[config.mk]
export PLATFORM = sky130hd
export DESIGN_NAME = fifo_rd_stage
export DESIGN_NICKNAME = d
export VERILOG_FILES = /design/src/rtl/fifo_rd_stage.sv
export SDC_FILE = /design/constraint.sdc
export NUM_CORES = 1
export LEC_CHECK = 0
export ABC_AREA = 1
export CORE_ASPECT_RATIO = 1.1
export CORE_MARGIN = 5
export CORE_UTILIZATION = 30
export CTS_CLUSTER_SIZE = 20
export DETAILED_ROUTE_END_ITERATION = 10
export SYNTH_ARGS = -nofsm -noshare
export SYNTH_HDL_FRONTEND = slang
export SYNTH_SLANG_ARGS = --single-unit
[constraint.sdc]
create_clock -name rclk -period 5.3 [get_ports rclk]
set_clock_uncertainty 0.15 [all_clocks]
set_input_delay 1.325 -clock rclk [delete_from_list [all_inputs] [get_ports rclk]]
set_output_delay 1.325 -clock rclk [all_outputs]
set_load 0.03 [all_outputs]
[src/rtl/fifo_rd_stage.sv]
// fifo_rd_stage: FIFO read side with a Gray read pointer and a 2-entry registered output buffer.
// Define FIFO_RD_STAGE_LEVEL_EN to add the registered rlevel occupancy output.
module fifo_rd_stage #(
    parameter int DATASIZE = 8,
    parameter int ADDRSIZE = 4
) (
    input  logic                rclk,
    input  logic                rrst,
    input  logic [ADDRSIZE:0]   rq2_wptr,
    output logic [ADDRSIZE:0]   rptr,
    output logic [ADDRSIZE-1:0] raddr,
    output logic                rclken,
    input  logic [DATASIZE-1:0] mem_rdata,
    output logic                m_valid,
    input  logic                m_ready,
    output logic [DATASIZE-1:0] m_data,
    output logic                rempty
`ifdef FIFO_RD_STAGE_LEVEL_EN
    ,
    output logic [ADDRSIZE+1:0] rlevel
`endif
);
    logic [ADDRSIZE:0]   rbin, rbin_nxt;
    logic [1:0]          occ;
    logic                inflight, mem_empty, pop;
    logic [DATASIZE-1:0] tail;

    assign mem_empty = rptr == rq2_wptr;
    assign m_valid   = occ != 2'd0;
    assign pop       = m_valid && m_ready;
    assign raddr     = rbin[ADDRSIZE-1:0];
    // Issue a read only if its word is guaranteed a buffer slot when it lands
    assign rclken    = !rrst && !mem_empty && ({1'b0, occ} + {2'b0, inflight} - {2'b0, pop} < 3'd2);
    assign rbin_nxt  = rbin + {{ADDRSIZE{1'b0}}, rclken};
    assign rempty    = mem_empty && !inflight && occ == 2'd0;

    always_ff @(posedge rclk) begin
        if (rrst) begin
            rbin     <= '0;
            rptr     <= '0;
            inflight <= 1'b0;
            occ      <= 2'd0;
            m_data   <= '0;
            tail     <= '0;
        end else begin
            rbin     <= rbin_nxt;
            rptr     <= rbin_nxt ^ (rbin_nxt >> 1);
            inflight <= rclken;
            occ      <= occ + {1'b0, inflight} - {1'b0, pop};
            if (pop)
                m_data <= (occ == 2'd2) ? tail : mem_rdata;
            else if (inflight && occ == 2'd0)
                m_data <= mem_rdata;
            if (inflight && ((occ == 2'd2 && pop) || (occ == 2'd1 && !pop)))
                tail <= mem_rdata;
        end
    end

`ifdef FIFO_RD_STAGE_LEVEL_EN
    function automatic logic [ADDRSIZE:0] gray2bin(input logic [ADDRSIZE:0] g);
        for (int i = ADDRSIZE - 1; i >= 0; i--)
            g[i] = g[i] ^ g[i+1];
        return g;
    endfunction

    always_ff @(posedge rclk) begin
        if (rrst)
            rlevel <= '0;
        else
            rlevel <= {1'b0, gray2bin(rq2_wptr) - rbin} + {{(ADDRSIZE+1){1'b0}}, inflight} + {{ADDRSIZE{1'b0}}, occ};
    end
`endif
endmodule

==> flow_summary.toml <==
[logic_synthesis]
synth_seq_cells = 28
avgSynthCellArea_um2 = 6.96
synth_top_family_by_area = "simple AND/OR/NAND/NOR gates"
syn_nets = 219
synth_cell_types = 25
synth_async_sr_flop_share = 0
seq_area_frac_synth = 0.405
synth_xor_area_frac = 0.0379
synth-simple-area-share = 0.295
yosysTopAreaCell = "dfxtp_1"
muxShareOfSynthArea = 0
synthTopCellsByArea = "dfxtp_1 40%, nand2_1 12%, inv_1 8.9%"
synth-edff-count = 0
synthCells = 199
synth_compound_area_frac = 0.107
ys.flop_type = "dfxtp_1"
synth-adder-area-share = 0.0416
ys.warnings.count = 0
synth_area_mm2 = 0.00139
synth_top_area_frac = 0.405

[die]
rows = 26
die_y_um = 81.3
ioPinCount = 36
core_mm2 = 0.00455
chipWidth_um = 74.8
fp.dieArea_mm2 = 0.00608
start_util = 0.304

[worst_setup_path]
crit_required_ns = 3.83
r2r_setup_slack_ns = 1.88
criticalPathCategory = "input pin to primary output"
crit_fanout = 3
cp.arrival_ns = 3.50
cp-start-kind = "input pin"
crit_path_end_kind = "primary output"

[power]
switching_share = 0.437
ir_drop_uv = 132
p_leak_nw = 0.808
cellPowerDensity_mw_per_mm2 = 501
p_sw_mw = 0.402
seq_power_share = 0.350
combPwrFrac = 0.509
finalPower_mw = 0.920
clkPwrFrac = 0.141
intPower_mw = 0.519

[route]
num_vias = 1269
ant_nets = 0
drc = 0
routedWlPerCell_um = 10.3
drt-initial-drc-count = 52
viasPerCell = 4.38
drt_first_pass_iters = 4
wl_um = 2970

[placement]
port_buffers = 35
placed_cell_area_mm2 = 0.00178
gp_congestion = 0.710
dp_hpwl_um = 2260

[grt]
antenna_found_initial = 0
grt_pass1_wl_um = 5050
gr-usage-all-layers = 0.107
grt_max_degree = 21
grt.overflow.total = 0
grt_pass1_vias = 1154

[cells_and_area]
nFillCells = 506
layout_commonest_cell = "nand2_1"
antenna_cells = 0
fin_area_mm2 = 0.00184
area_growth_pct = 32.6
drive_gt1_frac = 0.0556
final_cell_mix = "43 x nand2_1, 34 x clkdlybuf4s50_1, 33 x inv_1"
finalNetCount = 255
fin_util = 0.403

[clock_network]
cts.sinks = 28
cts_resized = 0
cts_hold_buffers = 0
path_clk_slew_ns = 0.09
htree_num_levels = 1
clock_latency_ns = 0.27
numCtsBuffers = 3
cts_setup_buffers = 0
cts_tree = "built"
cts_root_buf = "clkbuf_8"
max-clock-path-buffers = 2

[run]
maxCapViolations = 0

[outcome]
outcome = "finished clean"

[sta]
slew_headroom = 0.567
drv_slew = 0
fmax_mhz = 201
tns_ns = 0
whs_ns = 0.336
finalHoldViolCount = 0
grt_setup_unrepaired = "false"
setup_viol = 0
finalCriticalPeriod_ns = 4.97
tightestPinTransition_ns = 0.649
post-route-period-util = 0.939

[min_path]
hp-class = "flip-flop to flip-flop"
[kinds of logic after synthesis]
logic type,Yosys count
XOR/XNOR,6
AO/OA/AOI/OAI,28
adder cells (fa/ha/maj),4
flip-flops,28
AND/OR/NAND/NOR,94
buffers and inverters,39
[area by class of cell]
| class | instances | area [µm²] | area share |
|---|---|---|---|
| Tap cell | 56 | 70.1 | 0.0381 |
| Sequential cell | 28 | 561 | 0.305 |
| Multi-Input combinational cell | 132 | 668 | 0.364 |
| Clock buffer | 4 | 55.1 | 0.0300 |
| Timing Repair Buffer | 36 | 355 | 0.193 |
| Inverter | 34 | 128 | 0.0695 |
[synthesized netlist by cell type (2+ instances only)]
library cell / instances
nand2_1: 43
inv_1: 33
nor2_1: 30
dfxtp_1: 28
a21oi_1: 16
nand3_1: 13
o21ai_0: 9
xnor2_1: 4
ha_1: 3
nand2_2: 2
nand2_4: 2
nand4_1: 2
xor2_1: 2
[registers in the layout, indices dropped and copies added, names as in the netlist]
signal	flops
tail	8
m_data	8
inflight	1
rptr	5
rbin	4
occ	2
[routing by layer]
| metal | GRT usage | share of wire | routed length [µm] |
|---|---|---|---|
| met1 | 0.122 | 0.45 | 1330 |
| met3 | 0.0173 | 0.055 | 165 |
| met2 | 0.188 | 0.48 | 1440 |
| met5 | 0 | 0 | 0 |
| met4 | 0.0534 | 0.012 | 36 |
[power by group through the flow]
stage	logic, mW	registers, mW	clock network [mW]
after CTS	0.476	0.323	0.135
after global placement	0.468	0.326	0
after floorplan	0.259	0.382	0
final	0.468	0.322	0.130
after detailed placement	0.474	0.328	0
after global routing	0.517	0.333	0.147
[through the flow]
stage	std cells	worst slack, ns
4_1_cts	290	0.308
5_1_grt	290	0.151
3_5_place_dp	286	0.312
6_report	290	0.325
2_1_floorplan	199	0.844
3_3_place_gp	286	0.384
[worst max-delay path, stage by stage]
cell and delay (ns):
clkdlybuf4s50_1 0.55, nand2_2 0.12, xor2_1 0.15, ha_1 0.15
inv_1 0.05, fa_1 0.49, a21boi_0 0.18, o211ai_1 0.13
nor2_1 0.17, buf_4 0.18
[path summary, 6_finish.rpt]
check / start / end / cells past startpoint
max reg2reg: inflight / rptr[1] / 13
min: tail[6] / tail[6] / 2
max: m_ready / rclken / 10
min reg2reg: tail[6] / tail[6] / 2
No activity file was read; power rests on OpenSTA's default activity.
